**config.mk**
```make
export PLATFORM = sky130hd
export DESIGN_NAME = move_collector_flat
export DESIGN_NICKNAME = d
export VERILOG_FILES = /design/src/rtl/chess_pkg.sv /design/src/rtl/move_collector_if.sv /design/src/rtl/mvc_prienc.sv /design/src/rtl/move_collector.sv /design/src/flat_wrapper.sv
export SDC_FILE = /design/constraint.sdc
export NUM_CORES = 1
export LEC_CHECK = 0
export CORE_MARGIN = 1.5
export CORE_UTILIZATION = 54
export DETAILED_ROUTE_END_ITERATION = 6
export PLACE_DENSITY = 0.82
export SYNTH_ARGS = -nofsm -noshare
export SYNTH_HDL_FRONTEND = slang
export SYNTH_SLANG_ARGS = --single-unit
export TNS_END_PERCENT = 100
```
**constraint.sdc**
```tcl
create_clock -name clk -period 6.4 [get_ports clk]
set_input_delay 1.28 -clock clk [delete_from_list [all_inputs] [get_ports clk]]
set_output_delay 1.28 -clock clk [all_outputs]
set_load 0.03 [all_outputs]
```
**src/rtl/chess_pkg.sv**
```systemverilog
// chess_pkg: move word geometry, flag bit positions and collector FSM states.
package chess_pkg;
    localparam int MOVE_W = 19;
    localparam int SLOTS = 8;
    localparam int WORD_W = MOVE_W * SLOTS;
    localparam int FLG_INVALID = 18;
    localparam int FLG_PROMOTE = 17;
    localparam int FLG_PAWN = 16;
    localparam int FLG_PAWN2 = 15;
    localparam int FLG_EP = 14;
    localparam int FLG_CASTLE = 13;
    localparam int FLG_CAPTURE = 12;
    localparam int FROM_HI = 11;
    localparam int FROM_LO = 6;
    localparam int TO_HI = 5;
    localparam int TO_LO = 0;

    typedef enum logic [1:0] {IDLE, READ, CAPT, SCAN} state_t;

    function automatic logic [SLOTS-1:0] valid_mask(input logic [WORD_W-1:0] w);
        logic [SLOTS-1:0] m;
        for (int k = 0; k < SLOTS; k++) m[k] = ~w[k*MOVE_W+FLG_INVALID];
        return m;
    endfunction
endpackage

```
**src/rtl/move_collector_if.sv**
```systemverilog
// move_collector_if: FIFO read port and valid/ready move stream of the collector.
interface move_collector_if;
    import chess_pkg::*;
    logic [WORD_W-1:0] fifo_data;
    logic fifo_empty;
    logic fifo_rden;
    logic [MOVE_W-1:0] mv_data;
    logic mv_valid;
    logic mv_ready;

    modport master (input fifo_data, fifo_empty, mv_ready, output fifo_rden, mv_data, mv_valid);
    modport slave (output fifo_data, fifo_empty, mv_ready, input fifo_rden, mv_data, mv_valid);
endinterface

```
**src/rtl/mvc_prienc.sv**
```systemverilog
// mvc_prienc: picks the highest-index set bit of the pending slot mask.
module mvc_prienc
    import chess_pkg::*;
(
    input  logic [SLOTS-1:0] mask_i,
    output logic [2:0]       idx_o,
    output logic             any_o
);
    always_comb begin
        idx_o = '0;
        for (int i = 0; i < SLOTS; i++) idx_o = mask_i[i] ? 3'(i) : idx_o;
    end

    assign any_o = |mask_i;
endmodule

```
**src/rtl/move_collector.sv**
```systemverilog
// move_collector: unpacks 8-slot move words into a valid/ready move stream; MOVE_COLLECTOR_COUNT_EN enables move_count.
module move_collector
    import chess_pkg::*;
(
    input  logic               clk,
    input  logic               reset,
    move_collector_if.master   bus,
    output logic               busy,
    output logic [9:0]         move_count
);
    state_t state_q, state_d;
    logic [WORD_W-1:0] word_q, word_d;
    logic [SLOTS-1:0] mask_q, mask_d;
    logic [MOVE_W-1:0] mv_data_q, mv_data_d;
    logic mv_valid_q, mv_valid_d;
    logic [2:0] idx;
    logic any, free, load, xfer;

    mvc_prienc u_prienc (.mask_i(mask_q), .idx_o(idx), .any_o(any));

    assign free = !mv_valid_q || bus.mv_ready;
    assign xfer = mv_valid_q && bus.mv_ready;

    always_ff @(posedge clk) begin
        if (reset) state_q <= IDLE;
        else state_q <= state_d;
    end

    always_comb begin
        state_d = state_q;
        case (state_q)
            IDLE: state_d = bus.fifo_empty ? IDLE : READ;
            READ: state_d = CAPT;
            CAPT: state_d = SCAN;
            SCAN: state_d = any ? SCAN : (bus.fifo_empty ? IDLE : READ);
            default: state_d = IDLE;
        endcase
    end

    always_comb begin
        load = state_q == SCAN && any && free;
        bus.fifo_rden = state_q == READ;
        busy = state_q != IDLE || mv_valid_q;
    end

    // A load overrides the clear from a same-cycle transfer, giving one move per cycle.
    always_comb begin
        word_d = state_q == CAPT ? bus.fifo_data : word_q;
        mask_d = state_q == CAPT ? valid_mask(bus.fifo_data) : (load ? mask_q & ~(SLOTS'(1) << idx) : mask_q);
        mv_data_d = load ? word_q[idx*MOVE_W +: MOVE_W] : mv_data_q;
        mv_valid_d = load || (mv_valid_q && !bus.mv_ready);
    end

    always_ff @(posedge clk) begin
        if (reset) begin
            word_q <= '0;
            mask_q <= '0;
            mv_data_q <= '0;
            mv_valid_q <= 1'b0;
        end else begin
            word_q <= word_d;
            mask_q <= mask_d;
            mv_data_q <= mv_data_d;
            mv_valid_q <= mv_valid_d;
        end
    end

    assign bus.mv_data = mv_data_q;
    assign bus.mv_valid = mv_valid_q;

`ifdef MOVE_COLLECTOR_COUNT_EN
    logic [9:0] cnt_q;

    always_ff @(posedge clk) begin
        if (reset) cnt_q <= '0;
        else if (xfer) cnt_q <= cnt_q + 10'd1;
    end

    assign move_count = cnt_q;
`else
    assign move_count = '0;
`endif
endmodule

```
**src/flat_wrapper.sv**
```systemverilog
// flat-port wrapper written by rule: the top's interface ports become plain ports
module move_collector_flat import chess_pkg::*;
  (clk, reset, busy, move_count, bus_fifo_data, bus_fifo_empty, bus_mv_ready, bus_fifo_rden, bus_mv_data, bus_mv_valid);
  move_collector_if bus_i ();
  input  logic clk;
  input  logic reset;
  output logic busy;
  output logic [9:0] move_count;
  input wire logic [$bits(bus_i.fifo_data)-1:0] bus_fifo_data;
  input wire logic [$bits(bus_i.fifo_empty)-1:0] bus_fifo_empty;
  input wire logic [$bits(bus_i.mv_ready)-1:0] bus_mv_ready;
  output wire logic [$bits(bus_i.fifo_rden)-1:0] bus_fifo_rden;
  output wire logic [$bits(bus_i.mv_data)-1:0] bus_mv_data;
  output wire logic [$bits(bus_i.mv_valid)-1:0] bus_mv_valid;
  assign bus_i.fifo_data = bus_fifo_data;
  assign bus_i.fifo_empty = bus_fifo_empty;
  assign bus_i.mv_ready = bus_mv_ready;
  assign bus_fifo_rden = bus_i.fifo_rden;
  assign bus_mv_data = bus_i.mv_data;
  assign bus_mv_valid = bus_i.mv_valid;
  move_collector u_core (.clk(clk), .reset(reset), .bus(bus_i), .busy(busy), .move_count(move_count));
endmodule
```
Word-level counts from Yosys, hierarchy flattened --
Cells that the tools add are included.
Cells by class: multipliers 1, equality and inequality tests 3, shifts and indexed selects 2, muxes and demuxes 12, bitwise gates (word level) 10, reduce and logical (&&, ||, !) cells 12
Operator list (count):
- $shiftx 152x9->19 | 1
- $mux 8 | 2
- $mux 3 | 4
- $and 8x8->8 | 1
- $mul 3x5->8 const B | 1
- $not 1->1 | 8
- $not 8->8 | 1
- $pmux 2 s4 | 1
- $reduce_or 8->1 | 1
- $shl 1x3->8 const A | 1
- $mux 2 | 3
- $eq 2x2->1 const B | 2
- $reduce_bool 2->1 | 2
- $logic_and 1x1->1 | 3
- $logic_or 1x1->1 | 3
- $eq 2x1->1 const B | 1
- $logic_not 1->1 | 2
- $logic_not 2->1 | 1
- $mux 1 | 2
Word-level totals: bits in registers 182, bits of input ports 156, logic and storage cells 45

Depth between registers and ports, before layout --
word-level depth 12, mapped depth 9

Modules after synthesis --
From an unflattened synthesis, not the netlist that was laid out.
Unflattened totals: cells, all modules 880, area total of the unflattened synthesis 7726.2 sq um
Modules (own cells, without submodules):
- move_collector | times used 1, cells each 868, area each 7659.8 sq um
- mvc_prienc | times used 1, cells each 12, area each 66.3 sq um

Worst setup path before layout --
Ideal clock, no wire load.
kind input to register, from in bus_mv_ready, to reg u_core.mv_data_q[10] (netlist: u_core.bus.mv_data[10]), arrival time 2.552 ns, data required time 6.313 ns, setup slack 3.761 ns, cell stages on the path 7, path buffers 2, cells stage by stage nand2b_1 -> o2111ai_2 -> buf_2 -> nor2_1 -> clkbuf_1 -> o21ai_0 -> a221oi_2
Between the ends: cells in the longest elaborated chain, start to end 2
Ends and longest elaborated chain:
- start, declared | line flat_wrapper.sv:11 | input wire logic [$bits(bus_i.mv_ready)-1:0] bus_mv_ready;
- $logic_or 1x1->1 | line move_collector.sv:21 | assign free = !mv_valid_q || bus.mv_ready;
- $logic_and 1x1->1 | line move_collector.sv:41 | load = state_q == SCAN && any && free;
- end signal, assigned | line move_collector.sv:63 | mv_data_q <= mv_data_d;
- end, declared | line move_collector.sv:14 | logic [MOVE_W-1:0] mv_data_q, mv_data_d;
Every way passes these cells. A chain may end at the register's enable or synchronous reset.

Worst setup path in the final report --
from reg u_core.mask_q[5], to reg u_core.mv_data_q[15] (netlist: u_core.bus.mv_data[15])
Between the ends: cells in the longest elaborated chain, start to end 5, elaborated cells between the ends (all ways) 8, those cells by class 1 x mul; 1 x shift; 3 x mux; 3 x reduce/logical
Ends and longest elaborated chain:
- start, declared | line move_collector.sv:13 | logic [SLOTS-1:0] mask_q, mask_d;
- start signal, assigned | line move_collector.sv:62 | mask_q <= mask_d;
- $mux 3 (3 in series) | line mvc_prienc.sv:11 | for (int i = 0; i < SLOTS; i++) idx_o = mask_i[i] ? 3'(i) : idx_o;
- $mul 3x5->8 | line move_collector.sv:50 | mv_data_d = load ? word_q[idx*MOVE_W +: MOVE_W] : mv_data_q;
- $shiftx 152x9->19 | line move_collector.sv:50
Several ways; a longest one is shown, not always the timed one.

==> results.sh <==
export IMPL_drive_above_1_share=0.0861
export IMPL_routabilityCongestion=0.932
export IMPL_period_share=0.580
export IMPL_die_h_microns=125
export IMPL_grt_first_pass_wirelength_mm=38.1
export IMPL_synth_cell_area_sq_um=8070
export IMPL_crit_required_ns=6.74
export IMPL_cts_setup_buffers=0
export IMPL_cpPeakStageDelay_ns=0.99
export IMPL_hp_start="u_core.word_q[129]"
export IMPL_syn_avg_cell_area_sq_um=8.12
export IMPL_cts_buffers=17
export IMPL_root_buffer="clkbuf_16"
export IMPL_clkTransAtPathRegs_ns=0.07
export IMPL_clk_path_buf_depth=2
export IMPL_synth_seq_area_share=0.451
export IMPL_drt_wirelength_per_cell_microns=19.1
export IMPL_async_flop_share=0
export IMPL_cp_startpoint="u_core.mask_q[5]"
export IMPL_portBuffers=177
export IMPL_crit_cells=6
export IMPL_multi_input_area_sq_um=4010
export IMPL_clk_latency_ns=0.44
export IMPL_place_hpwl_mm=17.2
export IMPL_power_frac_comb=0.175
export IMPL_ios=188
export IMPL_dieArea_sq_um=15700
export IMPL_antenna_found_initial=0
export IMPL_area_growth_pct=27.5
export IMPL_p_sw_mw=0.781
export IMPL_cts_tree="done"
export IMPL_hold_buffers=0
export IMPL_die_w_microns=125
export IMPL_row_count=44
export IMPL_num_vias=7747
export IMPL_diodes=0
export IMPL_worst_pin_slew_ns=1.23
export IMPL_drt_pass1_iter_count=7
export IMPL_holdCritPathClass="flip-flop to flip-flop"
export IMPL_clock_sinks=182
export IMPL_hold_violations=0
export IMPL_crit_slowest_cell="or2_0"
export IMPL_max_slew_margin_rel=0.182
export IMPL_critPathArrivalTime_ns=4.05
export IMPL_fill_cells=1140
export IMPL_cp_cell_sequence="nand2b_1, o311a_2, buf_4, or2_0, a31oi_1, a221oi_2"
export IMPL_cp_end_kind="flip-flop"
export IMPL_p_leak_nw=3.45
export IMPL_grt_usage=0.309
export IMPL_final_max_slew_viol_count=0
export IMPL_status="complete, no violations"
export IMPL_ff_latch_area_sq_um=3640
export IMPL_totalWireLength_mm=24.9
export IMPL_crit_type="flip-flop to flip-flop"
export IMPL_crit_buf_inv=1
export IMPL_r2r_cells=6
export IMPL_p_int_mw=1.94
export IMPL_drtAntennaViolNets=0
export IMPL_synthDistinctLibCells=44
export IMPL_critPathTopFamily="simple AND/OR/NAND/NOR gates"
export IMPL_postCtsResizedCells=0
export IMPL_rsz0062_at_grt="false"
export IMPL_post_route_min_period_ns=3.71
export IMPL_setup_tns_ns=0
export IMPL_grt_max_degree=113
export IMPL_critPathMaxFanout=57
export IMPL_first_global_vias=7118
export IMPL_overflow=0
export IMPL_core_area_sq_um=14600
export IMPL_peakVddDrop_v=0.000209
export IMPL_num_nets_final=1259
export IMPL_startpoint_type="flip-flop"
export IMPL_cap_violations=0
export IMPL_rr_startpoint="u_core.mask_q[5]"
export IMPL_ys_seq_elements=182
export IMPL_pwr_share_clk=0.370
export IMPL_ys_flop_type="dfxtp_1"
export IMPL_synth_cells=994
export IMPL_ys_warn_count=0
export IMPL_via_per_inst=5.96
export IMPL_synth_edf_count=0
export IMPL_seqPwrFrac=0.455
export IMPL_fin_worst_skew_ns=0.00729
export IMPL_drc=0
export IMPL_max_clock_freq_mhz=269
export IMPL_p_sw_frac=0.287
export IMPL_initial_core_util=0.553
export IMPL_htree_num_levels=4
export IMPL_hold_path_depth=2
export IMPL_setup_violations=0
export IMPL_fin_hold_ws_ns=0.453
export IMPL_power_density_nw_per_um2=264
export IMPL_drt_iter0_markers=752
[logic make-up after synthesis]
kind of cell / Yosys count / synth area share
other: 1 / 0.000465
multiplexers: 20 / 0.0278
flip-flops: 182 / 0.451
AO/OA/AOI/OAI: 304 / 0.256
AND/OR/NAND/NOR: 380 / 0.204
buffers and inverters: 107 / 0.0597
[state kept, by name, summed over array words and instances (netlist names)]
| name | count |
|---|---|
| u_core.state_q | 2 |
| u_core.mask_q | 8 |
| u_core.word_q | 152 |
| u_core.bus.mv_valid | 1 |
| u_core.bus.mv_data | 19 |
[per-layer routing]
layer  vias up  part of all wire  global-route usage
li1       3662                 -                   -
met1      3662              0.41               0.406
met2       373              0.48               0.501
met3        50             0.082              0.0702
met4         0             0.025               0.109
met5         -                 0                   0
[power groups by stage]
stage / combinational (mW) / clock (mW) / sequential (mW)
after floorplan: 0.308 / 0 / 1.24
after detailed placement: 0.468 / 0 / 1.26
after global placement: 0.462 / 0 / 1.26
after CTS: 0.472 / 1.01 / 1.23
final: 0.477 / 1.01 / 1.24
after global routing: 0.515 / 1.05 / 1.24
[synth_stat cells, types with 2 or more instances]
cell type  instances  area share
a21oi_1          157       0.097
a221oi_1           7      0.0076
a221oi_2          29       0.054
a2bb2oi_1         18       0.020
a31o_1             2      0.0022
a31oi_1           21       0.016
buf_1              8      0.0037
buf_2             10      0.0062
buf_4             13       0.012
clkbuf_1          72       0.033
dfxtp_1          182        0.45
mux2_2            19       0.027
nand2_1          307        0.14
nand2b_1           9      0.0070
nor2_1            11      0.0051
nor2b_1            3      0.0023
nor3_1             6      0.0037
nor3b_1           18       0.017
nor4b_1           19       0.021
o211ai_1           3      0.0028
o21a_1            18       0.017
o21ai_0           18       0.011
o22ai_1           18       0.014
o311ai_1           2      0.0022
o31a_1             2      0.0022
o31ai_1            2      0.0019
or3_1              2      0.0016
or4_1              2      0.0019
[final cells by class]
class,instances,share of cell area
Clock buffer,18,0.0427
Inverter,2,0.000729
Tap cell,184,0.0224
Sequential cell,182,0.354
Timing Repair Buffer,186,0.179
Clock inverter,13,0.0118
Multi-Input combinational cell,714,0.389
[worst paths after layout]
check | to | slack, ns
worst max-delay path | u_core.bus.mv_data[15] | 2.69
worst min-delay path | u_core.word_q[129] | 0.45
worst max register to register | u_core.bus.mv_data[15] | 2.69
worst min register to register | u_core.word_q[129] | 0.45
[worst min-delay path, cell delays in order, from the launching register on]
cell and delay, ns:
dfxtp_1 0.31, nand2_1 0.05, a21oi_1 0.05
[cells in the final DEF (no fill, tap or decap), types with 11 or more instances in the layout]
master,Yosys,layout
a21oi_1,157,157
a221oi_2,29,29
a2bb2oi_1,18,18
a31oi_1,21,21
clkbuf_16,0,17
clkdlybuf4s50_1,0,176
dfxtp_1,182,181
mux2_2,19,19
nand2_1,307,307
nor2_1,11,11
nor3b_1,18,18
nor4b_1,19,19
o21a_1,18,18
o21ai_0,18,18
o22ai_1,18,18
[through the flow]
step,utilization,instances,cell area (sq um),power [mW],setup slack (ns)
2_1_floorplan,-,1003,8100,1.55,3.76
3_3_place_gp,0.667,1268,9730,1.72,2.61
3_5_place_dp,0.667,1268,9730,1.73,2.53
4_1_cts,0.705,1299,10300,2.72,2.79
5_1_grt,0.705,1299,10300,2.80,2.41
6_report,0.705,1299,10300,2.72,2.69
(Power assumes the default switching activity.)
